**config.mk**
```make
export PLATFORM = sky130hd
export DESIGN_NAME = addsub_issuer
export DESIGN_NICKNAME = d
export VERILOG_FILES = /design/src/rtl/addsub_issuer.sv
export SDC_FILE = /design/constraint.sdc
export NUM_CORES = 1
export LEC_CHECK = 0
export ABC_AREA = 1
export BUFFER_PORTS_ARGS = -buffer_cell sky130_fd_sc_hd__buf_4
export CAP_MARGIN = 25
export CORE_MARGIN = 5
export CORE_UTILIZATION = 29
export CTS_CLUSTER_DIAMETER = 100
export DETAILED_ROUTE_END_ITERATION = 12
export GPL_ROUTABILITY_DRIVEN = 0
export GPL_TIMING_DRIVEN = 0
export RECOVER_POWER = 50
export SKIP_LAST_GASP = 1
export SYNTH_ARGS = -nofsm -noshare
export SYNTH_HDL_FRONTEND = slang
export SYNTH_SLANG_ARGS = --single-unit
export TNS_END_PERCENT = 20
```
**constraint.sdc**
```tcl
create_clock -name clk -period 7 [get_ports clk]
set_clock_uncertainty 0.15 [all_clocks]
set_input_delay 1.05 -clock clk [delete_from_list [all_inputs] [get_ports clk]]
set_output_delay 1.05 -clock clk [all_outputs]
set_load 0.01 [all_outputs]
```
**src/rtl/addsub_issuer.sv**
```systemverilog
// Issues add/subtract commands to an external registered adder and collects results in order.
// Issue is throttled so every in-flight operation always has a free result-buffer slot.
module addsub_issuer #(
  parameter int unsigned W      = 32,
  parameter int unsigned CDEPTH = 4
) (
  input  logic         clk,
  input  logic         rstN,
  input  logic         cmd_valid,
  output logic         cmd_ready,
  input  logic [W-1:0] cmd_a,
  input  logic [W-1:0] cmd_b,
  input  logic         cmd_mode,
  output logic [W-1:0] add_a,
  output logic [W-1:0] add_b,
  output logic         add_mode,
  input  logic [W-1:0] add_sum,
  output logic         res_valid,
  input  logic         res_ready,
  output logic [W-1:0] res_sum,
  output logic         res_mode,
  output logic         busy
);

  localparam int unsigned PW    = $clog2(CDEPTH);
  localparam logic [PW:0] CFull = (PW+1)'(CDEPTH);

  logic [W-1:0]      ca_mem [CDEPTH];
  logic [W-1:0]      cb_mem [CDEPTH];
  logic [CDEPTH-1:0] cm_mem;
  logic [W-1:0]      rs_mem [4];
  logic [3:0]        rm_mem;

  logic [PW-1:0] cwptr_q, cwptr_d, crptr_q, crptr_d;
  logic [PW:0]   ccount_q, ccount_d;
  logic [W-1:0]  add_a_q, add_a_d, add_b_q, add_b_d;
  logic          add_mode_q, add_mode_d;
  logic          v1_q, v1_d, m1_q, m1_d, v2_q, v2_d, m2_q, m2_d;
  logic [1:0]    rwptr_q, rwptr_d, rrptr_q, rrptr_d;
  logic [2:0]    rcount_q, rcount_d;

  logic       push, issue, capture, rpop;
  logic [3:0] inflight;

  assign cmd_ready = ccount_q < CFull;
  assign push      = cmd_valid & cmd_ready;
  // Results already buffered plus those still in the adder pipeline must fit in 4 slots.
  assign inflight  = {1'b0, rcount_q} + {3'b000, v1_q} + {3'b000, v2_q};
  assign issue     = (ccount_q != '0) && (inflight < 4'd4);
  assign capture   = v2_q;
  assign rpop      = res_valid & res_ready;

  always_comb begin
    cwptr_d    = cwptr_q + PW'(push);
    crptr_d    = crptr_q + PW'(issue);
    ccount_d   = ccount_q + (PW+1)'(push) - (PW+1)'(issue);
    add_a_d    = issue ? ca_mem[crptr_q] : add_a_q;
    add_b_d    = issue ? cb_mem[crptr_q] : add_b_q;
    add_mode_d = issue ? cm_mem[crptr_q] : add_mode_q;
    v1_d       = issue;
    m1_d       = issue ? cm_mem[crptr_q] : m1_q;
    v2_d       = v1_q;
    m2_d       = m1_q;
    rwptr_d    = rwptr_q + 2'(capture);
    rrptr_d    = rrptr_q + 2'(rpop);
    rcount_d   = rcount_q + 3'(capture) - 3'(rpop);
  end

  always_ff @(posedge clk or negedge rstN) begin
    if (!rstN) begin
      cwptr_q    <= '0;
      crptr_q    <= '0;
      ccount_q   <= '0;
      add_a_q    <= '0;
      add_b_q    <= '0;
      add_mode_q <= 1'b0;
      v1_q       <= 1'b0;
      m1_q       <= 1'b0;
      v2_q       <= 1'b0;
      m2_q       <= 1'b0;
      rwptr_q    <= '0;
      rrptr_q    <= '0;
      rcount_q   <= '0;
    end else begin
      cwptr_q    <= cwptr_d;
      crptr_q    <= crptr_d;
      ccount_q   <= ccount_d;
      add_a_q    <= add_a_d;
      add_b_q    <= add_b_d;
      add_mode_q <= add_mode_d;
      v1_q       <= v1_d;
      m1_q       <= m1_d;
      v2_q       <= v2_d;
      m2_q       <= m2_d;
      rwptr_q    <= rwptr_d;
      rrptr_q    <= rrptr_d;
      rcount_q   <= rcount_d;
    end
  end

  // Storage needs no reset: occupancy counters gate every read.
  always_ff @(posedge clk) begin
    if (push) begin
      ca_mem[cwptr_q] <= cmd_a;
      cb_mem[cwptr_q] <= cmd_b;
      cm_mem[cwptr_q] <= cmd_mode;
    end
    if (capture) begin
      rs_mem[rwptr_q] <= add_sum;
      rm_mem[rwptr_q] <= m2_q;
    end
  end

  assign add_a     = add_a_q;
  assign add_b     = add_b_q;
  assign add_mode  = add_mode_q;
  assign res_valid = rcount_q != '0;
  assign res_sum   = rs_mem[rrptr_q];
  assign res_mode  = rm_mem[rrptr_q];
  assign busy      = (ccount_q != '0) | v1_q | v2_q | (rcount_q != '0);

endmodule
```
After elaboration in Yosys (flattened, before gate mapping):

Memory sizes are Yosys's and may differ from the RTL's. A register that Yosys moved wholly into a read port is not among the register bits.
Index checks and enable logic that the tools add are counted.

* bits in registers: 26
* word-level logic and storage cells: 59
* memories: 3
* memory bits (writable): 384

Memories
* ca_mem: words 4, width 32, rd ports 1, clocked after Yosys merged registers in 1, wr ports 1, line 28 `logic [W-1:0] ca_mem [CDEPTH];`
* cb_mem: words 4, width 32, rd ports 1, clocked after Yosys merged registers in 1, wr ports 1, line 29 `logic [W-1:0] cb_mem [CDEPTH];`
* rs_mem: words 4, width 32, rd ports 1, clocked after Yosys merged registers in 0, wr ports 1, line 31 `logic [W-1:0] rs_mem [4];`

* reductions and logical operators: 7
* add/subtract/negate cells: 10
* bitwise logic cells: 5
* multiplexer cells: 14
* order comparisons: 8

Operator list (count)
* 2-bit by 3-bit < comparator with 1-bit output (second input constant): 4
* 2-bit by 1-bit adder with 2-bit output: 4
* 4-bit bitwise mux: 2
* 1-bit two-way mux: 8
* 3-bit by 1-bit adder with 3-bit output: 2
* 3-bit nonzero test: 2
* 3-bit by 1-bit subtractor with 3-bit output: 2
* 3-bit by 1-bit adder with 4-bit output: 1
* 4-bit by 1-bit adder with 4-bit output: 1
* 1-bit binary-select mux with 2-bit select: 2
* 1-bit demux with 2-bit select: 2
* 2-bit by 1-bit greater-or-equal comparator with 1-bit output (second input constant): 2
* 4-bit by 3-bit < comparator with 1-bit output (second input constant): 1
* 1-bit logical AND: 3
* 3-bit < comparator (second input constant): 1
* 1-bit OR: 3
* 1-bit AND: 2
* 1-bit zero test: 2

Depth between registers and ports, before layout:

* depth in word-level cells: 5
* gate-level depth with buffers: 16
* mapped depth without buffers: 14

Worst setup path after synthesis:

No wires, ideal clock.

* path kind: input-to-reg
* from: input port cmd_valid
* to: memory ca_mem[2][0] (enable)
* data required time: 6.282 ns
* library setup time: 0.568 ns
* cell stages on the path: 2
* arrival: 5.593 ns
* setup slack: 0.689 ns
* cells stage by stage: nand2_1 -> nor3_1

* longest elaborated chain between the ends: 3

RTL lines
* from (decl): line 9 `input logic cmd_valid,`
* 1-bit AND: line 46 `assign push = cmd_valid & cmd_ready;`
* 1-bit two-way mux: line 103 `if (push) begin`
* 1-bit two-way mux (not written as such): line 104 `ca_mem[cwptr_q] <= cmd_a;`
* to (decl): line 28

No other way between the ends.

Worst setup path after layout:

* from: register rrptr_q[1]
* to: output port res_sum[18]

* longest elaborated chain between the ends: 1

RTL lines
* from (decl): line 39 `logic [1:0] rwptr_q, rwptr_d, rrptr_q, rrptr_d;`
* from (signal assigned): line 96 `rrptr_q <= rrptr_d;`
* memory 4 x 32 bit
* to (decl): line 20 `output logic [W-1:0] res_sum,`

No other way between the ends.

==> impl_metrics.csv <==
group,metric,value,unit
pwr,p_leak,0.00899,uW
setup_path,path_class,"flop to output pin",
clock_tree,cts-hold-fix-buffers,0,
global_route,grt_pass1_vias,12100,
clock_tree,cts_resized,0,
pwr,power,10900,uW
synthesis,netlist_area,18500,um^2
detailed_routing,drt_iter0_markers,968,
synthesis,yosysTopAreaCellShare,0.636,
synthesis,synthCells,1439,
global_route,antenna_found_initial,12,
setup_path,endpoint_kind,"output pin",
die,initial_core_util,0.293,
synthesis,yosysMostFrequentCell,"edfxtp_1",
global_route,grt_start_max_net_pins,53,
synthesis,synth_area_per_cell,12.9,um^2
detailed_routing,avgRoutedWirePerCell,18.7,um
detailed_routing,vias,12000,
finish,ff_latch_area,13800,um^2
synthesis,yosysWarnings,0,
die,die_w,263,um
setup_path,startpoint,"rrptr_q[1]$_DFF_PN0_",
finish,area_growth,23.9,%
timing,relSlewSlack,-0.358,
synthesis,synthMuxAreaShare,0,
outcome,violations,"max-capacitance violations, max-slew violations",
detailed_routing,ant_nets,0,
global_route,grt_usage,0.138,
setup_path,crit_path_max_fanout,10,
synthesis,synth_common_cells,"392 x edfxtp_1, 332 x nand2_1, 146 x inv_1, 130 x o211ai_1, 82 x dfrtp_1",
synthesis,synth_xor_area_frac,0.00331,
timing,fin_setup_tns,0,ns
synthesis,synth_top_family_by_area,"simple AND/OR/NAND/NOR gates",
setup_path,worstPathArrival,2.33,ns
timing,finalHoldViolCount,0,
synthesis,ys_ff_latch,474,
setup_path,r2r_cells,14,
synthesis,yosysTopAreaCell,"edfxtp_1",
clock_tree,cts_buffer_depth,3,
place,port_buffers,201,
hold_path,hp-class,"flop to flop",
detailed_routing,wl,49.1,mm
timing,finalSetupViolations,0,
synthesis,synth_flop_cell,"edfxtp_1",
pwr,ir_worst_vdd,0.212,mV
timing,finalCritPeriodShare,0.505,
global_route,groute.layer.met3.usage,0.0345,
die,die_y,263,um
global_route,gr-usage-met2,0.233,
synthesis,yosysSeqAreaShare,0.747,
detailed_routing,drt_first_pass_iters,5,
timing,whs,0.253,ns
synthesis,synth_adder_area_share,0.00892,
synthesis,async_flop_share,0.173,
finish,multi_input_area,3670,um^2
run,max_cap_viol_count,1,
synthesis,synth-compound-area-share,0.0820,
clock_tree,cts_tree,"done",
die,num_io_pins,202,
synthesis,yosys-top-cells-area,"edfxtp_1 64%, dfrtp_1 11%, nand2_1 6.7%",
global_route,grtUsageMet1,0.180,
setup_path,start_kind,"flop",
setup_path,r2r_slack,3.97,ns
global_route,top_usage_layer,"met2",
timing,rsz0062_at_grt,"no",
clock_tree,clk_latency,0.62,ns
die,core_area,63200,um^2
setup_path,r2r-end,"ccount_q[2]$_DFF_PN0_",
place,dp_hpwl,33.9,mm
setup_path,r2r_start,"capture$_DFF_PN0_",
die,fp-row-count,92,
synthesis,synth_edf_count,392,
clock_tree,htreeDepth,2,
outcome,run_status,"finished with violations",
finish,nets,1853,
finish,layout-drive-gt1-share,0.168,
detailed_routing,drc,0,
clock_tree,cts_made_buffers,52,
timing,min_period,3.53,ns
finish,nFillCells,6213,
setup_path,required,5.80,ns
clock_tree,cts_root_buf,"clkbuf_16",
setup_path,cp-endpoint,"res_sum[18]",
timing,final-max-slew-violation-count,31,
timing,max_freq,283,MHz
timing,tightest_slew,2.04,ns
synthesis,synthSimpleGateAreaFrac,0.103,
clock_tree,cts_num_sinks,474,
synthesis,synth_nets,1552,
die,die_area,69000,um^2
synthesis,ys_types,23,
global_route,grt-ovfl-total,0,
clock_tree,cts_setup_buffers,0,
global_route,grt_pass1_wl,74.6,mm
pwr,power_per_cell_area,474,nW/um^2
detailed_routing,routed_via_density,4.56,
clock_tree,path_clk_slew,0.06,ns
[registers in the layout, summed over array words and instances, names as in the netlist]
signal,flops
rrptr_q,2
cwptr_q,2
cm_mem,4
rm_mem,4
ccount_q,3
rwptr_q,2
add_b,32
ca_mem,128
m1_q,1
m2_q,1
capture,1
v1_q,1
add_a,32
rs_mem,128
cb_mem,128
crptr_q,2
rcount_q,3
[power by group]
group          internal, uW  switching (uW)  leakage (uW)
sequential             3770             248       0.00457
clock                  1540            1150      0.000815
combinational          1510            2650       0.00360
[routing by layer]
metal,share of wire,routed length [um]
met1,0.42,20500
met3,0.073,3580
met4,0.020,996
met2,0.49,23900
met5,0.0018,88
[how the worst min path moves through the flow]
stage / start / endpoint / slack, ns / cells after the start
after floorplan: v1_q$_DFF_PN0_ / capture$_DFF_PN0_ / 0.22 / 0
after global placement: v1_q$_DFF_PN0_ / capture$_DFF_PN0_ / 0.24 / 0
after detailed placement: v1_q$_DFF_PN0_ / capture$_DFF_PN0_ / 0.25 / 0
after CTS: rstN / add_a[6]$_DFFE_PN0P_ / 0.22 / 1
after global routing: v1_q$_DFF_PN0_ / capture$_DFF_PN0_ / 0.28 / 0
final: v1_q$_DFF_PN0_ / capture$_DFF_PN0_ / 0.25 / 0
[critical path: stages, from the launching register on]
cell	delay [ns]
dfrtp_1	0.47
inv_1	0.20
clkbuf_1	0.44
o21ai_0	0.18
o22ai_1	0.27
buf_4	0.18
[layout make-up]
class	instances	share of cell area
multi-input combinational	729	0.160
clock buffer	65	0.0606
clock inverter	30	0.0137
antenna	4	0.000436
sequential	474	0.603
inverter	152	0.0249
timing repair buffer	247	0.0714
tap	846	0.0461
buffer	84	0.0204
[layout by cell type (no fill, tap or decap), drive strengths merged, types with 33 or more instances in the layout]
master	n
nor2	70
o211ai	130
buf	207
o22ai	33
nand3	68
dfrtp	82
nand2	333
inv	157
clkbuf	189
edfxtp	392
o21ai	66
[metrics by stage]
stage,util,cell area (um^2),std cells,setup WS (ns)
after global placement,0.334,21100,2486,-3.92
after global routing,0.363,22900,2627,3.33
after CTS,0.370,23400,2626,3.47
after detailed placement,0.343,21700,2531,3.58
final,0.363,22900,2631,3.47
after floorplan,-,18500,1439,0.689
[cells by family after synthesis]
logic type                 Yosys count
AOI/OAI and AO/OA                  230
xor gates and xnor gates             7
adders and majority gates           12
buffers and inverters              236
DFF                                474
and+or+nand+nor                    480
Note: power is estimated with default switching activity, not from simulation.
